===== src/rtl/pbox_pipe.sv =====
// pbox_pipe: pipelined PRESENT-style bit permutation with valid/ready flow.
//
// The permutation is P(i) = (i*WIDTH/4) mod (WIDTH-1), with P(WIDTH-1) =
// WIDTH-1. Forward mode moves input bit i to output bit P(i). Inverse mode
// takes output bit i from input bit P(i). The direction is chosen per word
// by in_inv and travels with that word. Both networks are plain wiring. The
// only logic ahead of stage 1 is the direction mux, and nothing follows the
// last register.
//
// Parameters
//   WIDTH   state width, power of two in 16..128 (16 = legacy mapping)
//   STAGES  register stages, 1..4; equals the latency in cycles
//
// Ports
//   clk        clock, rising edge
//   rst        asynchronous active-high reset
//   in_valid   input word present
//   in_ready   block can accept a word this cycle (0 while rst is high)
//   in_data    word to permute
//   in_inv     0 = forward P, 1 = inverse P^-1
//   out_valid  out_data holds a result
//   out_ready  downstream accepts the result
//   out_data   permuted word
//   out_inv    in_inv carried alongside the word
//   pbox_count saturating count of output transfers (only when
//              PBOX_PIPE_COUNT_EN is defined)
//
// Optional feature macro: PBOX_PIPE_COUNT_EN

module pbox_pipe #(
    parameter int WIDTH  = 64,
    parameter int STAGES = 1
) (
    input  logic             clk,
    input  logic             rst,
    input  logic             in_valid,
    output logic             in_ready,
    input  logic [WIDTH-1:0] in_data,
    input  logic             in_inv,
    output logic             out_valid,
    input  logic             out_ready,
    output logic [WIDTH-1:0] out_data,
    output logic             out_inv
`ifdef PBOX_PIPE_COUNT_EN
    ,
    output logic [15:0]      pbox_count
`endif
);

    // Parameter legality. WIDTH/4 and WIDTH-1 are coprime for every power of
    // two in range, so P is always a bijection.
    if (WIDTH < 16 || WIDTH > 128 || (WIDTH & (WIDTH - 1)) != 0) begin : g_bad_width
        $error("pbox_pipe: WIDTH must be a power of two in 16..128");
    end
    if (STAGES < 1 || STAGES > 4) begin : g_bad_stages
        $error("pbox_pipe: STAGES must be in 1..4");
    end

    logic [WIDTH-1:0] perm_fwd;
    logic [WIDTH-1:0] perm_inv;
    logic [WIDTH-1:0] perm_sel;

    for (genvar i = 0; i < WIDTH; i++) begin : g_perm
        localparam int P = (i == WIDTH - 1) ? WIDTH - 1 : (i * (WIDTH / 4)) % (WIDTH - 1);
        assign perm_fwd[P] = in_data[i];
        assign perm_inv[i] = in_data[P];
    end

    assign perm_sel = in_inv ? perm_inv : perm_fwd;

    logic [STAGES-1:0] stg_valid;
    logic [STAGES-1:0] stg_inv;
    logic [WIDTH-1:0]  stg_data [STAGES];
    logic [STAGES-1:0] stg_load;

    // Per-stage source: stage 0 is fed by the mux, the others by the stage
    // in front of them.
    logic [STAGES-1:0] src_valid;
    logic [STAGES-1:0] src_inv;
    logic [WIDTH-1:0]  src_data [STAGES];

    for (genvar k = 0; k < STAGES; k++) begin : g_src
        if (k == 0) begin : g_head
            assign src_valid[k] = in_valid;
            assign src_inv[k]   = in_inv;
            assign src_data[k]  = perm_sel;
        end else begin : g_body
            assign src_valid[k] = stg_valid[k-1];
            assign src_inv[k]   = stg_inv[k-1];
            assign src_data[k]  = stg_data[k-1];
        end
    end

    // A stage may load when it is empty or when its successor loads this
    // cycle. The chain runs from out_ready back to stage 0. The running term
    // is a local variable so that the vector never depends on itself.
    always_comb begin
        logic chain;
        chain    = out_ready;
        stg_load = '0;
        for (int k = STAGES - 1; k >= 0; k--) begin
            chain       = !stg_valid[k] || chain;
            stg_load[k] = chain;
        end
    end

    assign in_ready = stg_load[0] && !rst;

    // Data and inv only change when a real word arrives. A bubble moving in
    // clears valid but leaves the last payload in place.
    always_ff @(posedge clk or posedge rst) begin
        if (rst) begin
            stg_valid <= '0;
            stg_inv   <= '0;
            for (int k = 0; k < STAGES; k++) begin
                stg_data[k] <= '0;
            end
        end else begin
            for (int k = 0; k < STAGES; k++) begin
                if (stg_load[k]) begin
                    stg_valid[k] <= src_valid[k];
                    if (src_valid[k]) begin
                        stg_data[k] <= src_data[k];
                        stg_inv[k]  <= src_inv[k];
                    end
                end
            end
        end
    end

    assign out_valid = stg_valid[STAGES-1];
    assign out_data  = stg_data[STAGES-1];
    assign out_inv   = stg_inv[STAGES-1];

`ifdef PBOX_PIPE_COUNT_EN
    logic [15:0] count_q;

    always_ff @(posedge clk or posedge rst) begin
        if (rst) begin
            count_q <= '0;
        end else if (out_valid && out_ready && count_q != 16'hFFFF) begin
            count_q <= count_q + 16'd1;
        end
    end

    assign pbox_count = count_q;
`endif

endmodule


===== config.mk =====
export PLATFORM = sky130hd
export DESIGN_NAME = pbox_pipe
export DESIGN_NICKNAME = d
export VERILOG_FILES = /design/src/rtl/pbox_pipe.sv
export SDC_FILE = /design/constraint.sdc
export NUM_CORES = 1
export LEC_CHECK = 0
export CORE_MARGIN = 2
export CORE_UTILIZATION = 25
export CTS_CLUSTER_DIAMETER = 50
export DETAILED_ROUTE_END_ITERATION = 10
export PLACE_DENSITY_LB_ADDON = 0.05
export SYNTH_ARGS = -nofsm -noshare
export SYNTH_HDL_FRONTEND = slang
export SYNTH_SLANG_ARGS = --single-unit

===== constraint.sdc =====
create_clock -name clk -period 2.8 [get_ports clk]
set_input_delay 0.56 -clock clk [delete_from_list [all_inputs] [get_ports clk]]
set_output_delay 0.56 -clock clk [all_outputs]
set_load 0.005 [all_outputs]

Word-level counts from Yosys, hierarchy flattened

Cells that the tools add are included.
Widths: inputs -> output; s select.

Register bits after elaboration: 66
Bits of input ports: 69
Output and inout bits: 67

Multiplexer cells: 1
Reduce and logical (&&, ||, !) cells: 5

Operators by type and width:

| cell              | number |
|---|---|
| $mux 63           | 1 |
| $logic_not 1->1   | 2 |
| $reduce_and 2->1  | 1 |
| $logic_and 1x1->1 | 1 |
| $logic_or 1x1->1  | 1 |

Logic depth before layout (Yosys ltp)

Depth in word-level cells: 3
Depth in mapped cells: 6

Least setup slack after synthesis

OpenSTA, ideal clock, no wires.

Path type: input-to-output
From: input port rst
To: output port in_ready
Data arrival time: 2233 ps
Required time: 2240 ps
Slack: 7 ps
Stages on the path: 2
Path buffers: 0
Cells stage by stage: inv_1 and2_1

Word-level cells in the longest chain between the ends: 2

RTL lines:

| item                      | line | text |
|---|---|---|
| start, declared           | 35   | `input logic rst,` |
| $logic_not 1->1 (no line) | n/a  |  |
| $logic_and 1x1->1         | 107  | `assign in_ready = stg_load[0] && !rst;` |
| end, declared             | 37   | `output logic in_ready,` |

No other way between the ends.

Worst setup path after layout

From: input port out_ready
To: output port in_ready

Word-level cells in the longest chain between the ends: 2

RTL lines:

| item              | line | text |
|---|---|---|
| start, declared   | 41   | `input logic out_ready,` |
| $logic_or 1x1->1  | 102  | `chain = !stg_valid[k] \|\| chain;` |
| $logic_and 1x1->1 | 107  |  |

No other way between the ends.

==> out/metrics.yaml <==
cts:
  ctsHoldBuffers: 0
  clock_sinks: 66
  cts_tree: "yes"
  cts-root-buf: "clkbuf_16"
  cts-buffers-inserted: 9
  htreeDepth: 3
  clk_latency_ns: 0.33
  cts_setup_buffers: 0
  cts.repair.resized: 0
  cts_buffer_depth: 2
  clk_pin_slew_worst_paths_ns: 0.05
logic_synthesis:
  ys_top_cells_by_area: "dfrtp_1 50%, mux2i_1 18%, a31oi_1 11%"
  ys_async_sr_fraction_pct: 100
  synth.cell_area_um2: 3310
  synth.distinct_cells: 17
  ys_ff_latch: 66
  syn-instance-count: 291
  synth_top_area_share_pct: 49.8
  post_synth.cell_area_avg_um2: 11.4
  ys_seq_area_share_pct: 49.8
  syn_nets: 360
  yosys.area.top_type: "dfrtp_1"
  ys_warn_count: 0
  synth_flop_cell: "dfrtp_1"
  yosys-top-cells-count: "66 x dfrtp_1, 60 x a31oi_1, 60 x mux2i_1"
  synth_edf_count: 0
  yosysMostFrequentCell: "dfrtp_1"
sta:
  worst_clock_skew_ns: 0.00325
  worst_slew_margin_rel_pct: 40.8
  layout_setup_ws_ns: 0.386
  fin_crit_ns: 2.41
  max_freq_mhz: 414
  rsz0062_at_grt: "false"
  tightest_slew_ns: 0.888
  setup_tns_ns: 0
  setup_viol: 0
  finalHoldViolations: 0
  finalCritPeriodShare_pct: 86.2
  slew_violations: 0
placement:
  gp_congestion: 0.699
  dpl.cell_count: 574
  pre_cts_slack_ns: 0.343
  post-dp-hpwl_um: 6390
  io_buffers: 135
detailed_routing:
  post_drt_wl_per_cell_um: 16.0
  antenna_left: 0
  first_pass_iters: 4
  viasPerCell: 4.60
  vias: 2715
  routed_wirelength_um: 9430
  dr.first_iter.drc_count: 82
  drc: 0
layout:
  seqCellArea_um2: 1650
  layout.nets: 478
  fillCellCount: 1308
  drive_gt1_share_pct: 9.66
  multi_input_area_um2: 1400
  fin_util_pct: 38.3
  num_antenna_cells: 0
  area.growth.synth_to_final_pct: 51.4
  final_cells: 590
run_status:
  status: "finished, final reports clean"
worst_setup_path:
  cpLargestDelayFamily: "buffers and inverters"
  slowest_stage: "clkdlybuf4s50_1"
  critPathRequiredTime_ns: 2.24
  worst_path_most_repeated_cell: "clkdlybuf4s50_1"
  cp-start-kind: "input port"
  cp.arrival_ns: 1.85
  crit_fanout: 3
  crit_chain: "clkdlybuf4s50_1 > nand2b_4 > and2_1 > clkdlybuf4s50_1"
  timing.critical_path.buf_inv: 2
  slowest_delay_ns: 0.52
  path_class: "input port to output port"
  crit_path_end_kind: "output port"
global_routing:
  grt_pass1_vias: 2743
  grt_start_max_net_pins: 72
  grt-ovfl-total: 0
  antenna_found_initial: 0
  grt_use_total_pct: 14.0
  grt_pass1_wl_um: 15200
floorplanning:
  pin_count: 136
  die-area_um2: 14200
  die_h_um: 119
  coreArea_um2: 13100
  die_w_um: 119
  initial_core_util_pct: 25.3
  num_rows: 42
flow_run:
  maxCapViolations: 0
hold_path:
  hp-class: "flip-flop to flip-flop"
power:
  p_total_mw: 3.11
  total_leakage_power_nw: 2.04
  ir_worst_vdd_mv: 0.289
  powerDensity_nw_per_um2: 620
worst register-to-register path, cell delays in order, from the launching register on:
cell and delay, ns:
dfrtp_1 0.41, nand2b_4 0.09, buf_4 0.45, nand2_1 0.28, mux2_2 0.33
layout make-up:
cell class                      count  area share, %
Multi-Input combinational cell    189           27.9
Tap cell                          176           4.39
Clock inverter                      1          0.599
Timing Repair Buffer              142           28.4
Inverter                            1         0.0748
Clock buffer                       15           5.74
Sequential cell                    66           32.9
through the flow:
step | cell area [µm²] | hold slack, ns
floorplan | 3310 | 0.504
global placement | 4700 | 0.489
detailed placement | 4700 | 0.496
CTS | 5020 | 0.508
global route | 5020 | 0.530
finish | 5020 | 0.502
layer usage:
layer	vias up	part of all wire [%]	track usage (%)
met2	95	45	21.5
met3	12	8.0	5.36
met4	0	1.9	6.25
met1	1263	45	17.5
met5	-	0	0
li1	1345	-	-
layout by cell type (no fill, tap or decap):
master,count
nand2b_4,1
clkbuf_1,2
buf_4,7
dfrtp_1,66
a21oi_1,50
nand2_1,1
nand2b_1,1
clkbuf_8,4
mux2_2,5
clkbuf_16,9
and2_1,1
a31oi_1,60
a21oi_2,10
bufinv_16,1
mux2i_1,60
inv_2,1
buf_12,2
clkdlybuf4s50_1,133
where the power goes:
group	internal (mW)	switching [mW]
logic	0.448	0.289
registers	1.09	0.0832
clock network	0.787	0.410
total	2.33	0.783
path summary, 6_finish.rpt:
path / slack [ns] / endpoint / cells after the start / startpoint
max in group asynchronous: 1.36 / out_data[32]$_DFFE_PP0P_ / 3 / rst
max reg2reg: 1.13 / out_data[21]$_DFFE_PP0P_ / 4 / out_valid$_DFFE_PP0P_
min in group asynchronous: 0.87 / out_data[8]$_DFFE_PP0P_ / 3 / rst
max: 0.39 / in_ready / 4 / out_ready
min: 0.50 / out_data[42]$_DFFE_PP0P_ / 1 / out_data[42]$_DFFE_PP0P_
min reg2reg: 0.50 / out_data[42]$_DFFE_PP0P_ / 1 / out_data[42]$_DFFE_PP0P_
kinds of logic (layout without fill, tap and decap cells):
| group | Yosys count | count (layout) | synth area share (%) |
|---|---|---|---|
| AOI/OAI and AO/OA | 120 | 120 | 21.5 |
| buffers and inverters | 36 | 159 | 8.12 |
| and+or+nand+nor | 4 | 4 | 0.680 |
| DFF | 66 | 66 | 49.8 |
| muxes | 65 | 65 | 19.8 |
flip-flops by register name, indices dropped and copies added (netlist names):
| name | flops |
|---|---|
| out_data | 64 |
| out_valid | 1 |
| out_inv | 1 |
(Power assumes the default switching activity.)
==> RTL change (same settings) <==
Change the parameter `STAGES` from 1 to 2. Comments in the files are not updated.
--- a/src/rtl/pbox_pipe.sv
+++ b/src/rtl/pbox_pipe.sv
@@ -31,3 +31,3 @@
     parameter int WIDTH  = 64,
-    parameter int STAGES = 1
+    parameter int STAGES = 2
 ) (
Formal check against the unedited RTL: not equivalent (Yosys sat finds a counterexample within 4 cycles, from zero or initial values and one cycle with rst high).
==> RTL change against the unedited design <==
- register-to-register slack worse by 0.17 ns
- routed wire length is 69% higher
- sequential share of layout area is 7.8 points higher
- count of clock-buffer cells in the layout up 4
- power up 100%
- worst setup slack worse by 0.13 ns
- critical endpoint unchanged
- sequential cell count is 66 higher
- synthesized area grew 77%
- final area rose by 61%
- largest cell class unchanged
- worst hold slack worse by 0.0012 ns
- highest routed layer unchanged
- via count up 43%
- critical path type unchanged
==> RTL change: results (changes against the unedited design) <==
| Metric | Value |
|---|---|
| Status | finished, final reports clean (unchanged) |
| Register area share after synthesis | 56.19% (was 49.85%) |
| Final layout net count | 621 (was 478) |
| Pin count of the biggest net entering global routing | 133 (was 72) |
| Iteration-0 DRC Markers | 172 (was 82) |
| H-tree levels | 4 (was 3) |
| DP Cell Count | 852 (was 574) |
| Fraction of layout instances using a drive strength above 1 | 19.86% (was 9.662%) |
| First-pass GRT wire length | 24810 um (was 15170 um) |
| Crit path max fanout | 2 (was 3) |
| Syn nets | 500 (was 360) |
| Worst Path Arrival | 1.98 ns (was 1.85 ns) |
| Number of global-route vias before repair | 4124 (was 2743) |
| Internal power | 4678 uW (was 2329 uW) |
| HPWL Detailed | 10150 um (was 6388 um) |
| VDD IR-drop max | 0.0003406 V (was 0.0002892 V) |
| Unique masters post-synth | 16 (was 17) |
| Clk_lat worst skew | 0.42 ns (was 0.33 ns) |
| Mapped Avg Cell Area | 13.64 um2 (was 11.39 um2) |
| Vias | 3882 (was 2715) |
| Overall Global Routing Usage | 13.44% (was 14.02%) |
| DR vias/cell | 4.396 (was 4.602) |
| Worst Tran Pin Value | 0.7566 ns (was 0.8879 ns) |
| Worst clock skew | 0.008505 ns (was 0.003253 ns) |
| Layout fillers | 2328 (was 1308) |
RTL change: power by group through the flow:
stage | logic, uW | clock network [uW] | registers [uW]
after global placement | 1500 | 0 | 2580
after floorplan | 715 | 0 | 2530
after detailed placement | 1500 | 0 | 2570
after global routing | 1610 | 2440 | 2590
after CTS | 1510 | 2360 | 2550
final | 1470 | 2290 | 2540
RTL change: per-layer routing:
| layer | up-vias | routed length [um] | GRT usage, % |
|---|---|---|---|
| met5 | - | 0 | 0 |
| met4 | 0 | 136 | 4.026 |
| met3 | 9 | 694 | 3.552 |
| met2 | 95 | 7496 | 20.73 |
| met1 | 1931 | 7631 | 18.47 |
| li1 | 1847 | - | - |
RTL change: kinds of logic after synthesis:
logic type | synth area share (%)
flip-flops | 56.19
multiplexers | 26.82
AO/OA/AOI/OAI | 11.49
buffers and inverters | 4.810
AND/OR/NAND/NOR | 0.6813
RTL change: final cells by class:
| class | count | area share [%] |
|---|---|---|
| inverters | 1 | 0.09265 |
| flip-flops and latches | 132 | 40.77 |
| clock buffers | 19 | 5.466 |
| multi-input cells | 257 | 28.38 |
| well taps | 319 | 4.926 |
| clock inverters | 12 | 1.930 |
| repair buffers | 143 | 18.44 |
RTL change: path summary, 6_finish.rpt:
kind | start | to | slack, ns
worst min-delay path | src_data[0]$_DFFE_PP0P_ | out_data[0]$_DFFE_PP0P_ | 0.50
min in group asynchronous | rst | out_data[42]$_DFFE_PP0P_ | 0.75
worst max register to register | stg_valid[1]$_DFFE_PP0P_ | src_data[0]$_DFFE_PP0P_ | 0.96
worst max-delay path | out_ready | in_ready | 0.26
max in group asynchronous | rst | src_data[5]$_DFFE_PP0P_ | 1.48
worst min register to register | src_data[0]$_DFFE_PP0P_ | out_data[0]$_DFFE_PP0P_ | 0.50
RTL change: per-stage QoR:
step | hold slack [ns] | instance area, um2 | setup TNS, ns | total power, uW | setup slack (ns)
2_1_floorplan | 0.4572 | 5882 | -0.6433 | 3244 | -0.6433
3_3_place_gp | 0.4891 | 7503 | 0 | 4073 | 0.2271
3_5_place_dp | 0.4886 | 7503 | 0 | 4078 | 0.2247
4_1_cts | 0.5020 | 8103 | 0 | 6419 | 0.2308
5_1_grt | 0.5182 | 8103 | 0 | 6638 | 0.2284
6_report | 0.5009 | 8103 | 0 | 6301 | 0.2562
